$ cat src/rtl/am_offset_pkg.sv
// Shared defaults, lock-state encoding and the saturating subtract helper
// for the AM offset remover.
package am_offset_pkg;

  localparam int unsigned DATA_W_DEF      = 16;
  localparam int unsigned LOG2_N_DEF      = 10;
  localparam int unsigned ALPHA_SHIFT_DEF = 3;

  // Estimate tracking: no block mean seen yet, or smoothing an existing estimate.
  typedef enum logic {
    LOCK_IDLE  = 1'b0,
    LOCK_TRACK = 1'b1
  } lock_state_e;

  // a - b computed one bit wider than the operands, then clamped to the signed
  // range of a w-bit word. Operands are sign-extended w-bit values (w <= 31).
  function automatic logic signed [31:0] sat_sub(
    input logic signed [31:0] a,
    input logic signed [31:0] b,
    input int unsigned        w
  );
    logic signed [32:0] diff;
    logic signed [32:0] hi;
    logic signed [32:0] lo;
    diff = 33'(a) - 33'(b);
    hi   = (33'sd1 <<< (w - 1)) - 33'sd1;
    lo   = -hi - 33'sd1;
    if (diff > hi) begin
      return 32'(hi);
    end else if (diff < lo) begin
      return 32'(lo);
    end else begin
      return 32'(diff);
    end
  endfunction

endpackage

$ cat src/rtl/am_block_mean.sv
// Accumulates 2^LOG2_N valid samples and emits their rounded (half-up) mean
// as a registered value with a one-cycle mean_valid pulse.
module am_block_mean
  import am_offset_pkg::*;
#(
  parameter int unsigned DATA_W = DATA_W_DEF,
  parameter int unsigned LOG2_N = LOG2_N_DEF
) (
  input  logic                     clk,
  input  logic                     rst,
  input  logic signed [DATA_W-1:0] data,
  input  logic                     valid,
  output logic signed [DATA_W-1:0] mean,
  output logic                     mean_valid
);

  localparam int unsigned AW = DATA_W + LOG2_N;

  localparam logic signed [AW:0] HALF     = (AW + 1)'(1) <<< (LOG2_N - 1);
  localparam logic signed [AW:0] MEAN_MAX = (AW + 1)'((2 ** (DATA_W - 1)) - 1);
  localparam logic signed [AW:0] MEAN_MIN = -MEAN_MAX - (AW + 1)'(1);

  logic signed [AW-1:0]     acc_q,  acc_d;
  logic        [LOG2_N-1:0] cnt_q,  cnt_d;
  logic signed [DATA_W-1:0] mean_q, mean_d;
  logic                     mean_valid_q, mean_valid_d;

  logic signed [AW:0] sum_rnd;
  logic signed [AW:0] shifted;
  logic signed [AW:0] clipped;

  // Accumulate, close the block on the N-th valid sample and round its mean.
  always_comb begin
    acc_d        = acc_q;
    cnt_d        = cnt_q;
    mean_d       = mean_q;
    mean_valid_d = 1'b0;

    // Closing sum includes the current sample; one extra bit keeps the
    // rounding constant from ever wrapping.
    sum_rnd = (AW + 1)'(acc_q) + (AW + 1)'(data) + HALF;
    shifted = sum_rnd >>> LOG2_N;
    if (shifted > MEAN_MAX) begin
      clipped = MEAN_MAX;
    end else if (shifted < MEAN_MIN) begin
      clipped = MEAN_MIN;
    end else begin
      clipped = shifted;
    end

    if (valid) begin
      if (cnt_q == '1) begin
        acc_d        = '0;
        cnt_d        = '0;
        mean_d       = DATA_W'(clipped);
        mean_valid_d = 1'b1;
      end else begin
        acc_d = acc_q + AW'(data);
        cnt_d = cnt_q + 1'b1;
      end
    end
  end

  // Block accumulator, sample counter and registered mean.
  always_ff @(posedge clk or posedge rst) begin
    if (rst) begin
      acc_q        <= '0;
      cnt_q        <= '0;
      mean_q       <= '0;
      mean_valid_q <= 1'b0;
    end else begin
      acc_q        <= acc_d;
      cnt_q        <= cnt_d;
      mean_q       <= mean_d;
      mean_valid_q <= mean_valid_d;
    end
  end

  assign mean       = mean_q;
  assign mean_valid = mean_valid_q;

endmodule

$ cat src/rtl/am_offset.sv
// AM offset remover: block-mean offset estimate smoothed by a first-order IIR,
// subtracted with saturation from the sample stream.
module am_offset
  import am_offset_pkg::*;
#(
  parameter int unsigned DATA_W      = DATA_W_DEF,
  parameter int unsigned LOG2_N      = LOG2_N_DEF,
  parameter int unsigned ALPHA_SHIFT = ALPHA_SHIFT_DEF
) (
  input  logic                     i_clk,
  input  logic                     i_reset,
  input  logic signed [DATA_W-1:0] iS_data,
  input  logic                     i_valid,
  output logic signed [DATA_W-1:0] oS_data,
  output logic                     o_valid,
  output logic signed [DATA_W-1:0] oS_offset,
  output logic                     o_offset_valid,
  output logic                     o_locked
);

  localparam int unsigned EW = DATA_W + ALPHA_SHIFT;

  // Half an LSB of the integer part; zero when there are no fraction bits.
  localparam logic signed [EW:0] OFF_HALF = ((EW + 1)'(1) <<< ALPHA_SHIFT) >>> 1;

  logic signed [DATA_W-1:0] mean;
  logic                     mean_valid;

  lock_state_e              state_q, state_d;
  logic signed [EW-1:0]     est_q, est_d;
  logic                     est_upd_q, est_upd_d;
  logic signed [DATA_W-1:0] offset_q, offset_d;
  logic                     offset_valid_q, offset_valid_d;
  logic signed [DATA_W-1:0] data_q, data_d;
  logic                     valid_q, valid_d;

  logic signed [EW:0] mean_sh;
  logic signed [EW:0] diff;
  logic signed [EW:0] step;
  logic signed [EW:0] off_rnd;

  am_block_mean #(
    .DATA_W (DATA_W),
    .LOG2_N (LOG2_N)
  ) u_block_mean (
    .clk        (i_clk),
    .rst        (i_reset),
    .data       (iS_data),
    .valid      (i_valid),
    .mean       (mean),
    .mean_valid (mean_valid)
  );

  // Lock state and IIR estimate: first mean preloads, later means are smoothed.
  always_comb begin
    state_d   = state_q;
    est_d     = est_q;
    est_upd_d = 1'b0;

    // Difference carries a guard bit so the full-scale swing cannot wrap.
    mean_sh = (EW + 1)'(mean) <<< ALPHA_SHIFT;
    diff    = mean_sh - (EW + 1)'(est_q);
    step    = diff >>> ALPHA_SHIFT;

    if (mean_valid) begin
      est_upd_d = 1'b1;
      case (state_q)
        LOCK_IDLE: begin
          est_d   = EW'(mean_sh);
          state_d = LOCK_TRACK;
        end
        LOCK_TRACK: begin
          est_d = est_q + EW'(step);
        end
        default: begin
          state_d = LOCK_IDLE;
        end
      endcase
    end
  end

  // Rounded offset published one cycle after the estimate moves; corrected
  // samples always use the offset register as it stood before this edge.
  always_comb begin
    offset_d       = offset_q;
    offset_valid_d = est_upd_q;
    data_d         = data_q;
    valid_d        = i_valid;

    off_rnd = (EW + 1)'(est_q) + OFF_HALF;
    if (est_upd_q) begin
      offset_d = DATA_W'(off_rnd >>> ALPHA_SHIFT);
    end

    if (i_valid) begin
      data_d = DATA_W'(sat_sub(32'(iS_data), 32'(offset_q), DATA_W));
    end
  end

  // Lock state, estimate and output registers.
  always_ff @(posedge i_clk or posedge i_reset) begin
    if (i_reset) begin
      state_q        <= LOCK_IDLE;
      est_q          <= '0;
      est_upd_q      <= 1'b0;
      offset_q       <= '0;
      offset_valid_q <= 1'b0;
      data_q         <= '0;
      valid_q        <= 1'b0;
    end else begin
      state_q        <= state_d;
      est_q          <= est_d;
      est_upd_q      <= est_upd_d;
      offset_q       <= offset_d;
      offset_valid_q <= offset_valid_d;
      data_q         <= data_d;
      valid_q        <= valid_d;
    end
  end

  assign oS_data        = data_q;
  assign o_valid        = valid_q;
  assign oS_offset      = offset_q;
  assign o_offset_valid = offset_valid_q;
  assign o_locked       = (state_q == LOCK_TRACK);

endmodule

$ cat config.mk
export PLATFORM = sky130hd
export DESIGN_NAME = am_offset
export DESIGN_NICKNAME = d
export VERILOG_FILES = /design/src/rtl/am_offset_pkg.sv /design/src/rtl/am_block_mean.sv /design/src/rtl/am_offset.sv
export SDC_FILE = /design/constraint.sdc
export NUM_CORES = 1
export LEC_CHECK = 0
export BUFFER_PORTS_ARGS = -buffer_cell sky130_fd_sc_hd__buf_4
export CORE_ASPECT_RATIO = 2
export CORE_MARGIN = 2
export CORE_UTILIZATION = 60
export CTS_BUF_LIST = sky130_fd_sc_hd__clkbuf_4 sky130_fd_sc_hd__clkbuf_8
export CTS_CLUSTER_SIZE = 20
export DETAILED_ROUTE_END_ITERATION = 12
export GPL_TIMING_DRIVEN = 0
export PLACE_DENSITY_LB_ADDON = 0.08
export SKIP_CTS_REPAIR_TIMING = 1
export SLEW_MARGIN = 20
export SYNTH_ARGS = -nofsm -noshare
export SYNTH_HDL_FRONTEND = slang
export SYNTH_HIERARCHICAL = 1
export SYNTH_SLANG_ARGS = --single-unit
$ cat constraint.sdc
create_clock -name i_clk -period 6 [get_ports i_clk]
set_input_delay 0.3 -clock i_clk [delete_from_list [all_inputs] [get_ports i_clk]]
set_output_delay 0.3 -clock i_clk [all_outputs]
set_load 0.05 [all_outputs]
==> summary.txt, run 1 <==
Status
  • Outcome: completed

Floorplan
  • Die Wd: 93.28 um
  • Die H: 182.6 um
  • Cell row count: 65
  • Io pins: 54
  • Core region area: 15700 um2
  • Initial Utilization: 60.93%
  • Die area: 17030 um2

Critical path
  • Slowest stage cell on the critical path: a2111oi_0
  • Critical Path Sink Type: flop
  • Kind of critical path: reg -> reg
  • Worst Path Arrival: 5.08 ns
  • Startpoint Class: flop
  • Worst path max stage delay: 0.46 ns
  • Worst-path fanout max: 8
  • Crit-path cells: clkbuf_1 > inv_1 > ha_1 > o21a_1 > nor2_1 > nor3_1 > nor3_1 > o21bai_1 > xor2_1 > ha_1 > a2111oi_0 > o21ai_0 > nand2_1 > nand3_1 > a31oi_1 > a21oi_1 > xnor2_1 > a21boi_1 > a2bb2oi_1
  • Required time worst endpoint: 6.24 ns
  • Sum of buffers and inverters on the critical path: 2
  • CP delay by family, top: compound AO/OA/AOI/OAI gates

CTS
  • H-tree levels: 3
  • Clock transition at path regs: 0.11 ns
  • Clk_lat worst skew: 0.40 ns
  • Cts bufs inserted: 9
  • Total clock sinks: 108
  • Clock buffer depth: 2
  • CTS tree: built
  • Root buf cell: clkbuf_8

STA
  • Fin Setup TNS: 0 ns
  • Clock skew: 0.01689 ns
  • RSZ-0062 raised after global routing: false
  • Worst-margin pin slew: 0.8459 ns
  • Period utilization: 80.63%
  • Post-Route Hold Slack: 0.06503 ns
  • Slew Viols, Final: 0
  • Slew HR: 43.61%
  • Fmax: 206.7 MHz
  • Endpoints failing setup: 0
  • Fin crit period: 4.838 ns
  • Final Hold Fails: 0

Logic synthesis
  • Syn Inst Count: 1110
  • Post-synth EDFFs: 0
  • Mean Syn Cell Area: 8.616 um2
  • Yosys warning count: 6
  • Main synth FF type: dfrtp_1
  • Async SR Flop Fraction: 100.0%
  • Ranking of synthesized cells by area: dfrtp_1 28%, ha_1 14%, xnor2_1 6.4%
  • Seq cells post-synth: 108
  • Sequential fraction of the synthesis area: 28.26%
  • Post-Syn Area: 9564 um2
  • Synth top area share: 28.26%
  • Area leader, netlist: dfrtp_1
  • Netlist cell types: 73
  • Syn nets: 1261

Global routing
  • Pin count of the biggest net entering global routing: 54
  • Global-route wire length before repair: 41100 um
  • Total grt overflow: 0
  • Vias in the first global route: 8541
  • Antenna violations before repair: 0
  • GRT Total Usage: 31.01%

Pwr
  • Power per cell area: 344.9 nW/um2
  • Leakage: 4.838 nW
  • Peak VDD IR: 0.0002407 V

Detailed routing
  • Pre-antenna DRT Iters: 4
  • Routed vias/inst: 5.876
  • Post-DR wirelength/cell: 18.10 um
  • First DRT Iteration DRCs: 339
  • Routed WL: 25020 um
  • Final routed DRC violation total: 0
  • DR vias: 8120
  • DRT antenna net count: 0

Finish
  • N_diodes: 0
  • Final core occ: 66.51%
  • FILL cells: 1372
  • Share of layout cells above drive strength 1: 9.060%
  • Syn-to-layout area delta: 9.157%
  • Nets@finish: 1327

Run
  • Max-cap check violation count: 0

Hold path
  • Hold Crit Class: in -> reg

Placed design
  • Final HPWL from detailed placement: 20510 um
  • GPL Wtd Cong: 0.9437
  • Port Buffers: 53
==> synthesized netlist by cell type (all sizes together), types with 9 or more instances <==
| cell type | count |
|---|---|
| xnor2 | 72 |
| nor2b | 14 |
| a21oi | 106 |
| o211ai | 10 |
| a21o | 16 |
| and3 | 9 |
| o2bb2ai | 9 |
| nand3 | 28 |
| nand2 | 88 |
| dfrtp | 108 |
| xor2 | 23 |
| ha | 107 |
| o22ai | 17 |
| o21ai | 73 |
| inv | 116 |
| nand2b | 12 |
| clkbuf | 19 |
| nor2 | 96 |
| mux2i | 15 |
| a31oi | 11 |
| nor3 | 20 |
| a22o | 13 |
| fa | 25 |
==> final timing paths <==
check	from	to	slack (ns)	cells after the start
max in group asynchronous	i_reset	u_block_mean/acc_q[0]$_DFFE_PP0P_	4.95	3
setup / recovery	est_q[4]$_DFFE_PP0P_	est_q[18]$_DFFE_PP0P_	1.16	19
min in group asynchronous	i_reset	o_locked$_DFFE_PP0P_	0.36	3
setup reg to reg	est_q[4]$_DFFE_PP0P_	est_q[18]$_DFFE_PP0P_	1.16	19
hold / removal	i_valid	o_valid$_DFF_PP0_	0.07	1
hold reg to reg	u_block_mean/mean_valid$_DFF_PP0_	est_upd_q$_DFF_PP0_	0.48	0
==> cell families after synthesis <==
group,Yosys count,synth area share (%)
compound gates,311,21.06
simple gates,301,14.60
buf+inv,143,5.887
fa+ha+maj,136,19.65
flops,108,28.26
xor+xnor,95,8.857
mux,16,1.688
==> placed cells by master, fill, tap and decap left out, drive strengths merged, types with 9 or more instances in the layout <==
master / n
a21o: 16
a21oi: 106
a22o: 13
a31oi: 11
and3: 9
buf: 61
clkbuf: 30
dfrtp: 108
fa: 25
ha: 107
inv: 119
mux2i: 15
nand2: 88
nand2b: 12
nand3: 28
nor2: 96
nor2b: 14
nor3: 20
o211ai: 10
o21ai: 73
o22ai: 17
o2bb2ai: 9
xnor2: 72
xor2: 23
==> flip-flops by register name (all words and copies together), names as in the netlist <==
register / count
u_block_mean/cnt_q: 10
u_block_mean/mean: 16
u_block_mean/acc_q: 26
o_locked: 1
oS_data: 16
o_offset_valid: 1
oS_offset: 16
est_q: 19
est_upd_q: 1
u_block_mean/mean_valid: 1
o_valid: 1
==> worst reg2reg max path: cells and delay by family, from the launching register on <==
| family | cells | cell delay, ns |
|---|---|---|
| AND/OR/NAND/NOR | 5 | 1.03 |
| AO/OA/AOI/OAI | 8 | 1.67 |
| buffers and inverters | 2 | 0.50 |
| flip-flops | 1 | 0.38 |
| XOR/XNOR | 2 | 0.44 |
| adder cells (fa/ha/maj) | 2 | 0.68 |
==> power by group <==
group / total [W] / internal (W) / switching, W
combinational: 0.00222 / 0.000908 / 0.00131
sequential: 0.000939 / 0.000848 / 0.0000910
clock: 0.000444 / 0.000168 / 0.000277
==> cell type report <==
cell class	count	area [um2]	area share [%]
Multi-Input combinational cell	859	6299	60.33
Buffer	26	123.9	1.186
Timing Repair Buffer	55	435.4	4.171
Sequential cell	108	2703	25.89
Inverter	117	444.2	4.255
Tap cell	201	251.5	2.409
Clock buffer	11	138.9	1.330
Clock inverter	5	45.04	0.4314
==> stage by stage <==
| step | setup WS [ns] | cells | total power (W) | instance area, um2 |
|---|---|---|---|---|
| floorplan | 2.295 | 1110 | 0.002681 | 9564 |
| global placement | 1.314 | 1364 | 0.003112 | 10210 |
| detailed placement | 1.254 | 1365 | 0.003152 | 10250 |
| CTS | 1.205 | 1381 | 0.003604 | 10430 |
| global route | 0.7999 | 1382 | 0.003913 | 10440 |
| finish | 1.162 | 1382 | 0.003600 | 10440 |
==> layer usage <==
layer / vias up / GRT usage, % / routed length, um / share of wire, %
li1: 4001 / - / - / -
met2: 152 / 58.79 / 13890 / 56
met5: - / 0 / 0 / 0
met1: 3893 / 32.06 / 9123 / 36
met3: 74 / 2.931 / 501 / 2.0
met4: 0 / 17.82 / 1505 / 6.0
Note: power is estimated with default switching activity, not from simulation.
==> run 2, diff against run 1 <==
CORE_UTILIZATION = 58   (was 60)
clock period = 4 ns   (was 6 ns; I/O delays follow)
==> run 2 against run 1 <==
- critical path depth fell by 2
- sequential share of layout area is 0.74 points lower
- sequential cell count is the same
- die area up 3.3%
- total power rose by 51%
- non-clock buffer count grew 10
- clock power is 52% higher
- worst hold slack gained 0.11 ns
- clock skew decreased by 0.0078 ns
- highest routed layer unchanged
==> summary.txt, run 2 (same netlist as run 1, synthesis figures left out) <==
Placed design
  • Port Buffers: 53 (unchanged)
  • GPL Wtd Cong: 0.8909 (was 0.9437)
  • Total placed cells including tap cells: 1368 (was 1365)
  • Worst slack at placement: -0.6877 ns (was 1.254 ns)
  • Final HPWL from detailed placement: 20870 um (was 20510 um)
  • Post-DP Area: 10250 um2 (about the same)

Critical path
  • Crit-path cells: inv_1 > ha_4 > a2111oi_4 > nor3_4 > nor3_2 > o21bai_2 > xor2_2 > ha_4 > a2111oi_4 > o21ai_2 > nand2_2 > nand3_4 > a31oi_4 > a21oi_2 > xnor2_1 > a21boi_1 > a2bb2oi_1 (was clkbuf_1 > inv_1 > ha_1 > o21a_1 > nor2_1 > nor3_1 > nor3_1 > o21bai_1 > xor2_1 > ha_1 > a2111oi_0 > o21ai_0 > nand2_1 > nand3_1 > a31oi_1 > a21oi_1 > xnor2_1 > a21boi_1 > a2bb2oi_1)
  • Critical Path Sink Type: flop (unchanged)
  • Worst Path Arrival: 4.10 ns (was 5.08 ns)
  • Required time worst endpoint: 4.26 ns (was 6.24 ns)
  • Worst path max stage delay: 0.45 ns (was 0.46 ns)
  • CP delay by family, top: compound AO/OA/AOI/OAI gates (unchanged)
  • Worst-path fanout max: 6 (was 8)
  • Sum of buffers and inverters on the critical path: 1 (was 2)
  • Kind of critical path: reg -> reg (unchanged)
  • Startpoint Class: flop (unchanged)
  • Slowest stage cell on the critical path: dfrtp_2 (was a2111oi_0)

Finish
  • Most common cell after layout, fill and taps aside: inv_1 (unchanged)
  • Post-route design area: 10770 um2 (was 10440 um2)
  • N_diodes: 0 (unchanged)
  • Largest register FFs: 26 (unchanged)
  • Top reg by flops: u_block_mean/acc_q (unchanged)
  • Syn-to-layout area delta: 12.64% (was 9.157%)
  • Leading registers by flop count: u_block_mean/acc_q: 26 flops, est_q: 19 flops (unchanged)
  • Commonest cells after routing, fill and taps aside: 114 x inv_1, 103 x dfrtp_1, 101 x ha_1 (was 114 x inv_1, 108 x dfrtp_1, 107 x ha_1)
  • Nets@finish: 1337 (was 1327)
  • FILL cells: 1422 (was 1372)
  • Fin cells: 1395 (was 1382)
  • Share of layout cells above drive strength 1: 12.85% (was 9.060%)

Hold path
  • Hold Crit Class: in -> reg (unchanged)

CTS
  • Clk_lat worst skew: 0.40 ns (about the same)
  • Root buf cell: clkbuf_8 (unchanged)
  • H-tree levels: 3 (unchanged)
  • Clock transition at path regs: 0.11 ns (about the same)
  • Cts bufs inserted: 9 (unchanged)
  • CTS tree: built (unchanged)
  • Clock buffer depth: 2 (unchanged)
  • Total clock sinks: 108 (unchanged)

Floorplan
  • Die H: 185.6 um (was 182.6 um)
  • Die area: 17590 um2 (was 17030 um2)
  • Initial Utilization: 59.09% (was 60.93%)
  • Die Wd: 94.80 um (was 93.28 um)
  • Cell row count: 66 (was 65)
  • Core region area: 16190 um2 (was 15700 um2)
  • Io pins: 54 (unchanged)

Detailed routing
  • First DRT Iteration DRCs: 270 (was 339)
  • DRT antenna net count: 0 (unchanged)
  • Routed WL: 26080 um (was 25020 um)
  • Pre-antenna DRT Iters: 5 (was 4)
  • Final routed DRC violation total: 0 (unchanged)
  • Post-DR wirelength/cell: 18.70 um (was 18.10 um)
  • Routed vias/inst: 5.915 (was 5.876)
  • DR vias: 8252 (was 8120)

Global routing
  • Antenna violations before repair: 0 (unchanged)
  • GRT Total Usage: 30.60% (was 31.01%)
  • Total grt overflow: 0 (unchanged)
  • Vias in the first global route: 8475 (was 8541)
  • Pin count of the biggest net entering global routing: 54 (unchanged)
  • Global-route wire length before repair: 41210 um (was 41100 um)

STA
  • Endpoints failing setup: 0 (unchanged)
  • Fin crit period: 3.836 ns (was 4.838 ns)
  • Slew HR: 42.35% (was 43.61%)
  • Period utilization: 95.91% (was 80.63%)
  • Slew Viols, Final: 0 (unchanged)
  • Final Hold Fails: 0 (unchanged)
  • Clock skew: 0.009115 ns (was 0.01689 ns)
  • Fmax: 260.7 MHz (was 206.7 MHz)
  • Worst setup margin: 0.1638 ns (was 1.162 ns)
  • Post-Route Hold Slack: 0.1715 ns (was 0.06503 ns)
  • Worst-margin pin slew: 0.8648 ns (was 0.8459 ns)
  • Fin Setup TNS: 0 ns (unchanged)

Pwr
  • Leakage: 4.920 nW (was 4.838 nW)
  • Power per cell area: 503.6 nW/um2 (was 344.9 nW/um2)
  • Peak VDD IR: 0.0004149 V (was 0.0002407 V)

Run
  • Max-cap check violation count: 0 (unchanged)

Status
  • Outcome: completed (unchanged)
==> run 2: path summary, 6_finish.rpt <==
check | slack, ns | cells past startpoint | to | from
min in group asynchronous | 0.24 | 3 | o_locked$_DFFE_PP0P_ | i_reset
max | 0.16 | 17 | est_q[18]$_DFFE_PP0P_ | est_q[3]$_DFFE_PP0P_
min | 0.17 | 3 | u_block_mean/acc_q[0]$_DFFE_PP0P_ | iS_data[0]
max in group asynchronous | 3.04 | 3 | u_block_mean/acc_q[2]$_DFFE_PP0P_ | i_reset
max reg2reg | 0.16 | 17 | est_q[18]$_DFFE_PP0P_ | est_q[3]$_DFFE_PP0P_
min reg2reg | 0.43 | 0 | est_upd_q$_DFF_PP0_ | u_block_mean/mean_valid$_DFF_PP0_
==> run 2: per-layer routing <==
metal | vias to the layer above | part of all wire [%] | global-route usage, %
met4 | 0 | 5.8 | 16.99
met1 | 4029 | 36 | 29.83
met2 | 141 | 56 | 60.14
li1 | 4013 | - | -
met3 | 69 | 2.1 | 3.158
met5 | - | 0 | 0
==> run 2: final cells by class <==
class	count	area, um2	area share, %
Buffer	26	127.6	1.185
Clock buffer	11	145.1	1.347
Clock inverter	5	43.79	0.4065
Inverter	117	444.2	4.123
Multi-Input combinational cell	859	6535	60.66
Sequential cell	108	2709	25.15
Tap cell	204	255.2	2.369
Timing Repair Buffer	65	513.0	4.762
==> run 2: stage by stage <==
| stage | total power (W) | utilization, % |
|---|---|---|
| 2_1_floorplan | 0.004021 | - |
| 3_3_place_gp | 0.004669 | 63.13 |
| 3_5_place_dp | 0.004742 | 63.33 |
| 4_1_cts | 0.005438 | 64.49 |
| 5_1_grt | 0.005888 | 66.56 |
| 6_report | 0.005425 | 66.56 |
==> run 2: tightest hold or removal path: cells and delay by family <==
kind                     cells  cell delay, ns
adder cells (fa/ha/maj)      1            0.13
buffers and inverters        1            0.10
AO/OA/AOI/OAI                1            0.11
==> run 2: power breakdown <==
group	internal, W	switching, W
Sequential	0.00127	0.000135
Combinational	0.00136	0.00198
Clock	0.000259	0.000418
==> run 3, diff against run 2 <==
==> constraint.sdc (replaced) <==
create_clock -name i_clk -period 4 [get_ports i_clk]
set_input_delay 1.2 -clock i_clk [delete_from_list [all_inputs] [get_ports i_clk]]
set_output_delay 1.2 -clock i_clk [all_outputs]
set_load 0.05 [all_outputs]
==> run 3 against run 2 <==
- count of clock-buffer cells in the layout is the same
- register-to-register slack lost 0.02 ns
- core utilization grew 0.24 points
- first-iteration DRC count shrank 16%
- clock skew grew 0.0024 ns
- sequential share of layout area shrank 0.090 points
- global-route usage is the same
- via count grew 0.18%
- critical path type unchanged
- largest power group unchanged
==> summary.txt, run 3 (same netlist as run 1, synthesis figures left out) <==
Detailed routing
  • DR vias: 8267 (was 8252)
  • First DRT Iteration DRCs: 226 (was 270)
  • Routed vias/inst: 5.922 (was 5.915)
  • Pre-antenna DRT Iters: 5 (unchanged)
  • Post-DR wirelength/cell: 18.64 um (was 18.70 um)
  • Final routed DRC violation total: 0 (unchanged)
  • DRT antenna net count: 0 (unchanged)
  • Routed WL: 26030 um (was 26080 um)

CTS
  • Cts bufs inserted: 9 (unchanged)
  • Clock buffer depth: 2 (unchanged)
  • Total clock sinks: 108 (unchanged)
  • Clock transition at path regs: 0.10 ns (was 0.11 ns)
  • H-tree levels: 3 (unchanged)
  • Clk_lat worst skew: 0.40 ns (about the same)
  • Root buf cell: clkbuf_8 (unchanged)
  • CTS tree: built (unchanged)

Pwr
  • Clock power share: 12.3% (was 12.5%)
  • Peak VDD IR: 0.0003970 V (was 0.0004149 V)
  • Sequential share of power: 25.4% (was 25.9%)
  • Leakage: 4.932 nW (was 4.920 nW)
  • Power share of the combinational group: 62.3% (was 61.6%)
  • Int Pwr: 0.002967 W (was 0.002895 W)
  • Power per cell area: 511.7 nW/um2 (was 503.6 nW/um2)
  • Total power: 0.005532 W (was 0.005425 W)
  • Sw frac: 46.36% (was 46.63%)
  • Net switching power figure: 0.002565 W (was 0.002529 W)

Global routing
  • Global-route wire length before repair: 41210 um (unchanged)
  • Vias in the first global route: 8475 (unchanged)
  • Pin count of the biggest net entering global routing: 54 (unchanged)
  • Antenna violations before repair: 0 (unchanged)
  • GRT Total Usage: 30.60% (unchanged)
  • Total grt overflow: 0 (unchanged)

Placed design
  • Post-DP Area: 10250 um2 (unchanged)
  • Worst slack at placement: -0.6877 ns (unchanged)
  • GPL Wtd Cong: 0.8909 (unchanged)
  • Final HPWL from detailed placement: 20870 um (unchanged)
  • Port Buffers: 53 (unchanged)
  • Total placed cells including tap cells: 1368 (unchanged)

STA
  • Period utilization: 96.51% (was 95.91%)
  • Endpoints failing setup: 0 (unchanged)
  • Slew Viols, Final: 0 (unchanged)
  • Final Hold Fails: 0 (unchanged)
  • RSZ-0062 raised after global routing: true
  • Worst setup margin: 0.1397 ns (was 0.1638 ns)
  • Fmax: 259.0 MHz (was 260.7 MHz)
  • Slew HR: 41.81% (was 42.35%)
  • Clock skew: 0.01150 ns (was 0.009115 ns)
  • Fin crit period: 3.860 ns (was 3.836 ns)
  • Worst-margin pin slew: 0.8728 ns (was 0.8648 ns)

Critical path
  • Startpoint Class: flop (unchanged)
  • Worst Path Arrival: 4.12 ns (was 4.10 ns)
  • Required time worst endpoint: 4.26 ns (about the same)
  • Critical Path Sink Type: flop (unchanged)
  • Kind of critical path: reg -> reg (unchanged)
  • Reg-to-reg setup timing slack: 0.14 ns (was 0.16 ns)
  • Worst-path fanout max: 4 (was 6)

Finish
  • FILL cells: 1421 (was 1422)
  • Top reg by flops: u_block_mean/acc_q (unchanged)
  • Largest register FFs: 26 (unchanged)
  • Final core occ: 66.80% (was 66.56%)
  • N_diodes: 0 (unchanged)
  • Leading registers by flop count: u_block_mean/acc_q: 26 flops, est_q: 19 flops (unchanged)
  • Share of layout cells above drive strength 1: 13.42% (was 12.85%)
  • Most common cell after layout, fill and taps aside: inv_1 (unchanged)
  • Commonest cells after routing, fill and taps aside: 113 x inv_1, 103 x dfrtp_1, 102 x ha_1 (was 114 x inv_1, 103 x dfrtp_1, 101 x ha_1)
  • Post-route design area: 10810 um2 (was 10770 um2)
  • Fin cells: 1396 (was 1395)
  • Syn-to-layout area delta: 13.04% (was 12.64%)
  • Nets@finish: 1338 (was 1337)

Hold path
  • Hold Crit Class: reg -> reg (was in -> reg)

Floorplan
  • Die H: 185.6 um (unchanged)
  • Die Wd: 94.80 um (unchanged)
  • Initial Utilization: 59.09% (unchanged)
  • Core region area: 16190 um2 (unchanged)
  • Cell row count: 66 (unchanged)
  • Die area: 17590 um2 (unchanged)
  • Io pins: 54 (unchanged)

Status
  • Outcome: completed (unchanged)

Run
  • Max-cap check violation count: 0 (unchanged)
[run 3: cell count changes in the layout (fill, tap and decap cells not counted), moves of 2 or more]
cell / previous run / this run
dlygate4sd3_1: 2 / 0
fa_1: 25 / 23
fa_2: 0 / 2
buf_4: 63 / 66
a21oi_2: 10 / 8
[run 3: power groups by stage]
| stage | clock network, W | registers, W | logic [W] |
|---|---|---|---|
| 6_report | 0.000679 | 0.00141 | 0.00345 |
| 5_1_grt | 0.000737 | 0.00143 | 0.00382 |
| 4_1_cts | 0.000703 | 0.00141 | 0.00333 |
| 3_5_place_dp | 0 | 0.00143 | 0.00331 |
| 3_3_place_gp | 0 | 0.00142 | 0.00325 |
| 2_1_floorplan | 0 | 0.00148 | 0.00254 |
[run 3: layout make-up]
cell class                      instances  area, um2  share of cell area, %
Timing Repair Buffer                   66      515.5                  4.768
Clock inverter                          5      43.79                 0.4050
Sequential cell                       108       2709                  25.06
Inverter                              117      447.9                  4.143
Buffer                                 26      127.6                  1.180
Multi-Input combinational cell        859       6568                  60.75
Clock buffer                           11      145.1                  1.342
Tap cell                              204      255.2                  2.361
[run 3: worst max-delay path: stages, from the launching register on]
cell and delay (ns):
dfrtp_1 0.45, inv_1 0.10, ha_1 0.20, or4_1 0.54
or3_1 0.38, o221ai_4 0.23, a21oi_4 0.12, o21a_1 0.20
nor2_1 0.11, xnor2_1 0.14, ha_1 0.31, nand2_1 0.14
o21ai_1 0.10, a31oi_4 0.18, a21oi_2 0.08, xnor2_1 0.22
a21boi_1 0.10, a2bb2oi_1 0.13
[run 3: metrics by stage]
stage                     setup TNS, ns  hold WS, ns
after CTS                        -4.521       0.4418
after floorplan                       0       0.3847
after global routing           -0.02710       0.4533
after detailed placement         -11.87       0.4085
final                                 0       0.4353
after global placement           -10.05       0.4107
[run 3: worst paths after layout]
kind / from / endpoint / cells after the start
setup / recovery: est_q[11]$_DFFE_PP0P_ / est_q[18]$_DFFE_PP0P_ / 17
hold / removal: u_block_mean/mean_valid$_DFF_PP0_ / est_upd_q$_DFF_PP0_ / 0
setup reg to reg: est_q[11]$_DFFE_PP0P_ / est_q[18]$_DFFE_PP0P_ / 17
hold reg to reg: u_block_mean/mean_valid$_DFF_PP0_ / est_upd_q$_DFF_PP0_ / 0
max in group asynchronous: i_reset / u_block_mean/acc_q[2]$_DFFE_PP0P_ / 2
min in group asynchronous: i_reset / o_locked$_DFFE_PP0P_ / 2
[run 3: routing by layer]
metal  global-route usage, %  part of all wire, %  up-vias
met5                       0                    0        -
met4                   16.99                  5.9        0
met3                   3.158                  1.8       67
met2                   60.14                   56      119
met1                   29.83                   36     4055
li1                        -                    -     4026
